--- src/rtl/uart_ctrl_pkg.sv ---
// Shared types and constants for the UART bus controller: TX FSM state encoding,
// parameter defaults and the peripheral address map of the UART registers.
package uart_ctrl_pkg;

   // Parameter defaults
   localparam int unsigned TxDepthDefault    = 8;
   localparam int unsigned AckTimeoutDefault = 4;

   // Peripheral address map (decoded upstream, listed here for software and decoder use)
   localparam logic [31:0] UartTxAddr    = 32'h1001_002C;
   localparam logic [31:0] UartRxAddr    = 32'h1001_0030;
   localparam logic [31:0] UartBusyAddr  = 32'h1001_0034;
   localparam logic [31:0] UartReadyAddr = 32'h1001_0038;

   // TX sequencer states
   typedef enum logic [1:0] {
      StIdle,
      StStart,
      StWaitBusy,
      StWaitDone
   } tx_state_e;

   // Width of an occupancy counter able to hold the value depth itself
   function automatic int unsigned level_width(input int unsigned depth);
      return $clog2(depth) + 1;
   endfunction

endpackage

--- src/rtl/uart_tx_fifo.sv ---
// Synchronous first-word fall-through FIFO for the UART TX path. A push is
// accepted only when the FIFO is not full at that cycle, even if a pop happens
// in the same cycle. The head entry is visible on head whenever empty is low.
module uart_tx_fifo
   import uart_ctrl_pkg::*;
#(
   parameter int unsigned Depth = TxDepthDefault,
   parameter int unsigned Width = 8
) (
   input  logic                    clk,
   input  logic                    reset,
   input  logic                    push,
   input  logic [Width-1:0]        push_data,
   input  logic                    pop,
   output logic [Width-1:0]        head,
   output logic                    full,
   output logic                    empty,
   output logic [$clog2(Depth):0]  level
);

   localparam int unsigned PtrW = $clog2(Depth);
   localparam int unsigned CntW = PtrW + 1;
   localparam logic [CntW-1:0] FullCount = Depth[CntW-1:0];

   logic [Width-1:0] mem_q [Depth];
   logic [PtrW-1:0]  wr_ptr_q;
   logic [PtrW-1:0]  rd_ptr_q;
   logic [CntW-1:0]  count_q;
   logic             do_push;
   logic             do_pop;

   assign full    = (count_q == FullCount);
   assign empty   = (count_q == '0);
   assign level   = count_q;
   assign head    = mem_q[rd_ptr_q];

   // Full is judged before any same-cycle pop, so a full FIFO never accepts
   assign do_push = push & ~full;
   assign do_pop  = pop & ~empty;

   // Pointer and occupancy bookkeeping; pointers wrap naturally modulo Depth
   always_ff @(posedge clk) begin
      if (reset) begin
         wr_ptr_q <= '0;
         rd_ptr_q <= '0;
         count_q  <= '0;
      end else begin
         if (do_push) begin
            wr_ptr_q <= wr_ptr_q + PtrW'(1);
         end
         if (do_pop) begin
            rd_ptr_q <= rd_ptr_q + PtrW'(1);
         end
         unique case ({do_push, do_pop})
            2'b10:   count_q <= count_q + CntW'(1);
            2'b01:   count_q <= count_q - CntW'(1);
            default: count_q <= count_q;
         endcase
      end
   end

   // Storage array; contents need no reset because occupancy gates every read
   always_ff @(posedge clk) begin
      if (do_push) begin
         mem_q[wr_ptr_q] <= push_data;
      end
   end

endmodule

--- src/rtl/uart_bus_ctrl.sv ---
// UART bus controller: queues CPU writes to the TX address in a small FIFO and
// feeds them to the TX core one byte at a time, holds the last received byte
// with a ready flag, and reports FIFO state for the status registers.
// Optional sticky error flags (tx_overflow, rx_overrun, clr_err) are built
// only when UART_CTRL_ERR_FLAGS_EN is defined; otherwise they read as zero.
module uart_bus_ctrl
   import uart_ctrl_pkg::*;
#(
   parameter int unsigned TX_DEPTH    = TxDepthDefault,
   parameter int unsigned ACK_TIMEOUT = AckTimeoutDefault
) (
   input  logic                       clk,
   input  logic                       reset,
   // CPU side
   input  logic                       wr_tx_en,
   input  logic [7:0]                 wr_data,
   input  logic                       rd_rx_en,
   input  logic                       clr_err,
   // TX core
   input  logic                       tx_busy,
   output logic                       tx_start,
   output logic [7:0]                 tx_data,
   // RX core
   input  logic                       rx_valid,
   input  logic [7:0]                 rx_byte,
   // Status and RX holding register
   output logic [7:0]                 rx_data,
   output logic                       rx_ready,
   output logic                       tx_full,
   output logic                       tx_empty,
   output logic [$clog2(TX_DEPTH):0]  tx_level,
   output logic                       tx_idle,
   output logic                       tx_overflow,
   output logic                       rx_overrun
);

   // Timeout counter counts WAIT_BUSY cycles 0 .. ACK_TIMEOUT-1
   localparam int unsigned ToW = (ACK_TIMEOUT > 1) ? $clog2(ACK_TIMEOUT) : 1;
   localparam logic [ToW-1:0] ToLast = ToW'(ACK_TIMEOUT - 1);

   tx_state_e        state_q;
   tx_state_e        state_d;
   logic [ToW-1:0]   to_cnt_q;
   logic [7:0]       tx_data_q;
   logic [7:0]       fifo_head;
   logic             fifo_pop;
   logic             load_data;
   logic [7:0]       rx_data_q;
   logic             rx_ready_q;

   uart_tx_fifo #(
      .Depth (TX_DEPTH),
      .Width (8)
   ) u_tx_fifo (
      .clk       (clk),
      .reset     (reset),
      .push      (wr_tx_en),
      .push_data (wr_data),
      .pop       (fifo_pop),
      .head      (fifo_head),
      .full      (tx_full),
      .empty     (tx_empty),
      .level     (tx_level)
   );

   // ---------------------------------------------------------------------------
   // TX sequencer
   // ---------------------------------------------------------------------------

   // State register; reset drops the controller straight back to idle
   always_ff @(posedge clk) begin
      if (reset) begin
         state_q <= StIdle;
      end else begin
         state_q <= state_d;
      end
   end

   // Next-state logic; a missing busy acknowledge counts the byte as sent
   always_comb begin
      state_d = state_q;
      unique case (state_q)
         StIdle: begin
            if (!tx_empty) begin
               state_d = StStart;
            end
         end
         StStart: begin
            state_d = StWaitBusy;
         end
         StWaitBusy: begin
            if (tx_busy) begin
               state_d = StWaitDone;
            end else if (to_cnt_q == ToLast) begin
               state_d = StIdle;
            end
         end
         StWaitDone: begin
            if (!tx_busy) begin
               state_d = StIdle;
            end
         end
         default: begin
            state_d = StIdle;
         end
      endcase
   end

   // Output decode from the state register only, so tx_start cannot glitch
   always_comb begin
      tx_start  = 1'b0;
      fifo_pop  = 1'b0;
      load_data = 1'b0;
      unique case (state_q)
         StIdle: begin
            load_data = ~tx_empty;
         end
         StStart: begin
            tx_start = 1'b1;
            fifo_pop = 1'b1;
         end
         default: begin
            load_data = 1'b0;
         end
      endcase
   end

   // Acknowledge timeout counter, cleared whenever not waiting for busy
   always_ff @(posedge clk) begin
      if (reset) begin
         to_cnt_q <= '0;
      end else if (state_q == StWaitBusy) begin
         to_cnt_q <= to_cnt_q + ToW'(1);
      end else begin
         to_cnt_q <= '0;
      end
   end

   // Byte presented to the TX core, captured on the IDLE -> START transition
   always_ff @(posedge clk) begin
      if (reset) begin
         tx_data_q <= '0;
      end else if (load_data) begin
         tx_data_q <= fifo_head;
      end
   end

   assign tx_data = tx_data_q;
   assign tx_idle = tx_empty & (state_q == StIdle);

   // ---------------------------------------------------------------------------
   // RX holding register
   // ---------------------------------------------------------------------------

   // A new byte always wins over a read; a read only clears a pending byte
   always_ff @(posedge clk) begin
      if (reset) begin
         rx_data_q  <= '0;
         rx_ready_q <= 1'b0;
      end else if (rx_valid) begin
         rx_data_q  <= rx_byte;
         rx_ready_q <= 1'b1;
      end else if (rd_rx_en) begin
         rx_ready_q <= 1'b0;
      end
   end

   assign rx_data  = rx_data_q;
   assign rx_ready = rx_ready_q;

   // ---------------------------------------------------------------------------
   // Sticky error flags
   // ---------------------------------------------------------------------------

`ifdef UART_CTRL_ERR_FLAGS_EN
   logic tx_overflow_q;
   logic rx_overrun_q;
   logic ovf_event;
   logic ovr_event;

   assign ovf_event = wr_tx_en & tx_full;
   // Reading in the same cycle as a new byte arrives is not an overrun
   assign ovr_event = rx_valid & rx_ready_q & ~rd_rx_en;

   // Sticky flags; a same-cycle error event outranks clr_err
   always_ff @(posedge clk) begin
      if (reset) begin
         tx_overflow_q <= 1'b0;
         rx_overrun_q  <= 1'b0;
      end else begin
         if (ovf_event) begin
            tx_overflow_q <= 1'b1;
         end else if (clr_err) begin
            tx_overflow_q <= 1'b0;
         end
         if (ovr_event) begin
            rx_overrun_q <= 1'b1;
         end else if (clr_err) begin
            rx_overrun_q <= 1'b0;
         end
      end
   end

   assign tx_overflow = tx_overflow_q;
   assign rx_overrun  = rx_overrun_q;
`else
   logic unused_clr_err;

   assign unused_clr_err = clr_err;
   assign tx_overflow    = 1'b0;
   assign rx_overrun     = 1'b0;
`endif

endmodule

--- config.mk ---
export PLATFORM = sky130hd
export DESIGN_NAME = uart_bus_ctrl
export DESIGN_NICKNAME = d
export VERILOG_FILES = /design/src/rtl/uart_ctrl_pkg.sv /design/src/rtl/uart_tx_fifo.sv /design/src/rtl/uart_bus_ctrl.sv
export SDC_FILE = /design/constraint.sdc
export NUM_CORES = 1
export LEC_CHECK = 0
export ABC_CLOCK_PERIOD_IN_PS = 3200
export BUFFER_PORTS_ARGS = -buffer_cell sky130_fd_sc_hd__buf_2
export CORE_UTILIZATION = 45
export CTS_CLUSTER_SIZE = 20
export DETAILED_ROUTE_END_ITERATION = 12
export GPL_ROUTABILITY_DRIVEN = 0
export SLEW_MARGIN = 30
export SYNTH_ARGS = -nofsm -noshare
export SYNTH_HDL_FRONTEND = slang
export SYNTH_HIERARCHICAL = 1
export SYNTH_SLANG_ARGS = --single-unit
--- constraint.sdc ---
create_clock -name clk -period 3.2 [get_ports clk]
set_input_delay 0.64 -clock clk [delete_from_list [all_inputs] [get_ports clk]]
set_output_delay 0.64 -clock clk [all_outputs]
set_load 0.01 [all_outputs]
# Word level (Yosys, flattened, before mapping)
# Memory sizes are Yosys's and may differ from the RTL's. A register that Yosys moved wholly into a read port is not among the register bits.
# Cells that the tools add are included.
[word_totals]
regBits = 23
latch_bits = 0
ram_bits = 64
rom_bits = 0
in_bits = 23
out_inout_bits = 27
elab_cells = 47
n_memories = 1
[memory_table]
columns = ["memory", "depth", "width", "rd", "rd_clocked_by_memory_dff", "write_ports", "line", "rtl"]
rows = [
  ["u_tx_fifo.mem_q", 8, 8, 1, 1, 1, "uart_tx_fifo.sv:25", "logic [Width-1:0] mem_q [Depth];"],
]
[classes]
add_sub_neg = 5
multipliers = 0
div_mod_pow = 0
order_cmp = 0
eq_ne = 10
shift = 0
n_mux = 12
bitwise_logic = 6
n_reduce_logical = 6
[ops]
columns = ["op", "n"]
rows = [
  ["== test 2 bit (second input constant)", 4],
  ["2-to-1 mux 2 bit", 4],
  ["case mux 2 bit (4 select lines)", 1],
  ["case mux 4 bit (2 select lines)", 1],
  ["adder 3 x 1 -> 3 bit (second input constant)", 2],
  ["2-to-1 mux 1 bit", 6],
  ["adder 4 x 1 -> 4 bit (second input constant)", 1],
  ["== test 2 x 1 -> 1 bit (second input constant)", 2],
  ["== test 4 bit (second input constant)", 1],
  ["zero test 4 bit", 1],
  ["!= test 2 bit (second input constant)", 2],
  ["nonzero test 2 bit", 2],
  ["subtractor 4 x 1 -> 4 bit (second input constant)", 1],
  ["bitwise AND 1 bit", 3],
  ["!= test 3 bit (second input constant)", 1],
  ["inverter 1 bit", 3],
  ["AND reduction 3 bit", 1],
  ["adder 2 x 1 -> 2 bit (second input constant)", 1],
  ["zero test 2 bit", 1],
  ["OR reduction 2 bit", 1],
]

# Logic depth before layout (Yosys ltp)
[logic_depth]
word_depth = 5
depth_mapped = 11
ltp_nobuf = 9

# By module
# Netlist, hierarchy kept.
[by_module_without_submodules]
columns = ["mod", "n_inst", "cells_each", "area_each_um2", "seq_area_each_um2"]
rows = [
  ["uart_tx_fifo", 1, 167, 3151.8, 2182.1],
  ["uart_bus_ctrl", 1, 87, 874.6, 420.4],
]

# Worst setup path before layout
# No wires, ideal clock.
[synth_timing]
kind = "register to output"
startpoint = "reg u_tx_fifo.count_q[1] (netlist: u_tx_fifo/level[1])"
endpoint = "out tx_idle"
arrival_ps = 1879
required_ps = 2560
setup_slack_ps = 681
path_stages_with_launch = 5
path_buffers = 2
cell_sequence = "dfxtp_1 > buf_6 > nor4_1 > clkbuf_1 > and2_1"
[synth_via]
elab_chain_len = 2
[synth_rtl]
columns = ["element", "line", "rtl"]
rows = [
  ["from (decl)", "uart_tx_fifo.sv:28", "logic [CntW-1:0] count_q;"],
  ["from (signal assigned)", "uart_tx_fifo.sv:55", "2'b10: count_q <= count_q + CntW'(1);"],
  ["from (signal assigned)", "uart_tx_fifo.sv:56", "2'b01: count_q <= count_q - CntW'(1);"],
  ["from (signal assigned)", "uart_tx_fifo.sv:57", "default: count_q <= count_q;"],
  ["zero test 4 bit", "uart_tx_fifo.sv:33", "assign empty = (count_q == '0);"],
  ["via tx_empty", "uart_bus_ctrl.sv:30", "output logic tx_empty,"],
  ["bitwise AND 1 bit", "uart_bus_ctrl.sv:149", "assign tx_idle = tx_empty & (state_q == StIdle);"],
  ["to (decl)", "uart_bus_ctrl.sv:32", "output logic tx_idle,"],
]
# The timed path passes the listed nets, and every way through them passes these cells.

# Final worst setup path
[layout_timing]
startpoint = "reg u_tx_fifo.count_q[1] (netlist: u_tx_fifo/level[1])"
endpoint = "reg u_tx_fifo.count_q[2] (netlist: u_tx_fifo/level[2])"
[layout_via]
elab_chain_len = 5
word_cells_on_any_way = 12
classes_between = "add/sub: 2; eq/ne: 3; mux: 1; bitwise: 4; reduce/logical: 2"
[layout_rtl]
columns = ["element", "line", "rtl"]
rows = [
  ["== test 4 bit / zero test 4 bit (equally long branches)", "uart_tx_fifo.sv:32, uart_tx_fifo.sv:33", ""],
  ["inverter 1 bit, on equally long branches", "uart_tx_fifo.sv:38, uart_tx_fifo.sv:39", ""],
  ["bitwise AND 1 bit, on equally long branches", "uart_tx_fifo.sv:38, uart_tx_fifo.sv:39", ""],
  ["== test 2 x 1 -> 1 bit / == test 2 bit (equally long branches)", "uart_tx_fifo.sv:54", "unique case ({do_push, do_pop})"],
  ["case mux 4 bit (2 select lines) / nonzero test 2 bit (equally long branches)", "--", ""],
]
# Several ways; a longest one is shown, not always the timed one.
# A chain may end at the register's enable or synchronous reset.

==> results.md <==
- PostCTS Resize Cnt: 0
- Seq/Total Area, Yosys: 0.646
- Crit path DAT: 2810 ps
- First-pass GRT wire length: 10700 µm
- CTS Buf Count: 9
- Sw Ratio: 0.301
- Peak supply drop: 0.226 mV
- TritonRoute pass-1 iters: 4
- Core Area: 8680 µm²
- Initial antenna violation count: 0
- #FFs+latches synth: 98
- Gate power share: 0.244
- Final setup viols: 0
- Synth unique cells: 43
- Final WS setup: 680 ps
- DRC viols: 0
- Yosys warns: 6
- Placed cells: 403
- Clk pwr share: 0.258
- Synthesis-to-layout area growth: 13.7%
- Vias: 2201
- WL/cell: 17.0 µm
- Final Net Count: 335
- CTS tree: built
- Pre-CTS setup slack: 692 ps
- Crit-path max cell delay: 640 ps
- Most frequent cells in the layout: 64 x edfxtp_1, 46 x buf_2, 34 x dfxtp_1
- Die height: 96.6 µm
- Final wirelength: 7130 µm
- Area leader, netlist: edfxtp_1
- Vias in the first global route: 2026
- Slowest cell on crit path: or4b_4
- Post-CTS Setup Bufs: 0
- Initial DRC Count: 52
- GR Util All Layers: 0.161
- Synth Flop Type: edfxtp_1
- Status: finished clean
- Peak Freq: 397 MHz
- Die W: 96.6 µm
- Largest net degree at the start of global routing: 34
- Max-slew violation count: 0
- Clk slew on worst S/H paths: 100 ps
- Critical path required time: 3490 ps
- # H-tree levels: 3
- # IOs: 50
- Total die area: 9330 µm²
- Most common cell after layout, fill and taps aside: edfxtp_1
- Fin cells: 419
- Flop pwr share: 0.497
- Ys async rst share: 0
- Final HPWL DP: 4620 µm
- Critical Path, Cell by Cell: or4b_4 -> nand2_8 -> ha_1 -> xor2_1 -> ha_1 -> a21oi_1 -> xor2_1 -> or3_1 -> a21oi_1
- Cell count after synthesis: 254
- P_int: 2220 µW
- Critical path endpoint category: flip-flop
- Number of hold buffers added after cts: 0
- Post-route clock period utilization: 0.787
- RSZ-0062 raised after global routing: false
- Std cell rows: 34
- Synthesized cell area: 4030 µm²
- Min Clock Period, post-route: 2520 ps
- Synth top area cells: edfxtp_1 48%, dfxtp_1 17%, mux4_1 5.2%, mux4_2 4.5%, mux2_2 2.5%
- Startpoint Class: flip-flop
- Worst Tran Pin Value: 778 ps
- Aggregate negative setup slack: 0 ps
- Root Driver: clkbuf_8
- Worst clock skew: 9.13 ps
- Area share of the largest cell type after synthesis: 0.477
- CTS max path bufs: 2
- Max Cap Violations: 0
- Clock sink count: 98
- ANT cells: 0
- Syn avg cell area: 15.9 µm²
- PwrDens: 694 nW/µm²
- Final-layout fill cell count: 741
- Worst min-delay path category: reg -> reg
- Port bufs: 46
- Worst Setup Path Type: reg -> reg
- Vias per cell: 5.25
- Antenna-violating nets left: 0
- Max_slew headroom: 0.480
- Layout cell share with drive strength beyond 1: 0.322
- Clock latency at the later pin of the worst-skew pair: 360 ps
- Switch Pwr: 958 µW
- Number of flops mapped to enable cells by yosys: 64
- Initial Utilization: 0.464
- Final hold viol count: 0
- Util after Layout: 0.528
- Crit Path Max Fanout: 9
- Static leakage: 0.00171 µW
- Grt ovf: 0
[worst max-delay path: cells and delay by family, from the launching register on]
kind	cells	cell delay (ps)
DFF	1	420
adders and majority gates	2	430
and+or+nand+nor	3	1090
AOI/OAI and AO/OA	2	180
xor gates and xnor gates	2	330
[flip-flops by register name, summed over array words and instances (netlist names), named ones only]
signal and count:
to_cnt_q 2, rx_ready 1, rx_data 8, u_tx_fifo/level 4
u_tx_fifo/wr_ptr_q 3, state_q 2, tx_data 8, u_tx_fifo/rd_ptr_q 3
u_tx_fifo/mem_q 64
[kinds of logic (layout without fill, tap and decap cells)]
logic type,after synthesis,in the layout,synth area share
DFF,98,98,0.646
and+or+nand+nor,59,59,0.0929
muxes,35,35,0.147
AOI/OAI and AO/OA,27,27,0.0429
buffers and inverters,21,77,0.0342
xor gates and xnor gates,7,7,0.0171
adders and majority gates,6,6,0.0186
other,1,2,0.000931
[Yosys cell counts (all sizes together), types with 5 or more instances]
cell type,instances
xor2,6
nor2,21
dfxtp,34
nand2,5
mux4,16
ha,6
or4b,9
a21oi,15
mux2,9
o31ai,8
buf,14
mux2i,10
edfxtp,64
[power by group through the flow]
stage	Combinational [µW]	Sequential (µW)	Clock, µW
global route	872	1600	895
global placement	777	1600	0
detailed placement	788	1610	0
floorplan	555	1600	0
CTS	791	1580	848
finish	777	1580	822
[stage by stage]
stage	hold WS, ps	cell area [µm²]	total power, µW
2_1_floorplan	408	4030	2160
3_3_place_gp	417	4370	2380
3_5_place_dp	428	4370	2400
4_1_cts	443	4580	3220
5_1_grt	466	4580	3370
6_report	436	4580	3180
[routing by layer]
metal | wire length (µm) | global-route usage | up-vias
met5 | 0 | 0 | -
met4 | 117 | 0.0699 | 0
met3 | 250 | 0.0282 | 12
met2 | 3430 | 0.269 | 53
met1 | 3330 | 0.205 | 1058
li1 | - | - | 1078
[path summary, 6_finish.rpt]
kind / startpoint / endpoint / slack, ps / cells past startpoint
worst max-delay path: u_tx_fifo/level[1] / u_tx_fifo/level[2] / 680 / 9
worst min-delay path: to_cnt_q[0] / to_cnt_q[0] / 440 / 1
worst max register to register: u_tx_fifo/level[1] / u_tx_fifo/level[2] / 680 / 9
worst min register to register: to_cnt_q[0] / to_cnt_q[0] / 440 / 1
[layout make-up]
cell class / instances / area (µm²) / area share
Timing Repair Buffer: 58 / 320 / 0.0700
Inverter: 3 / 11.3 / 0.00246
Sequential cell: 98 / 2600 / 0.568
Tap cell: 108 / 135 / 0.0295
Clock buffer: 9 / 124 / 0.0271
Clock inverter: 7 / 82.6 / 0.0180
Multi-Input combinational cell: 136 / 1300 / 0.285
(Power assumes the default switching activity.)
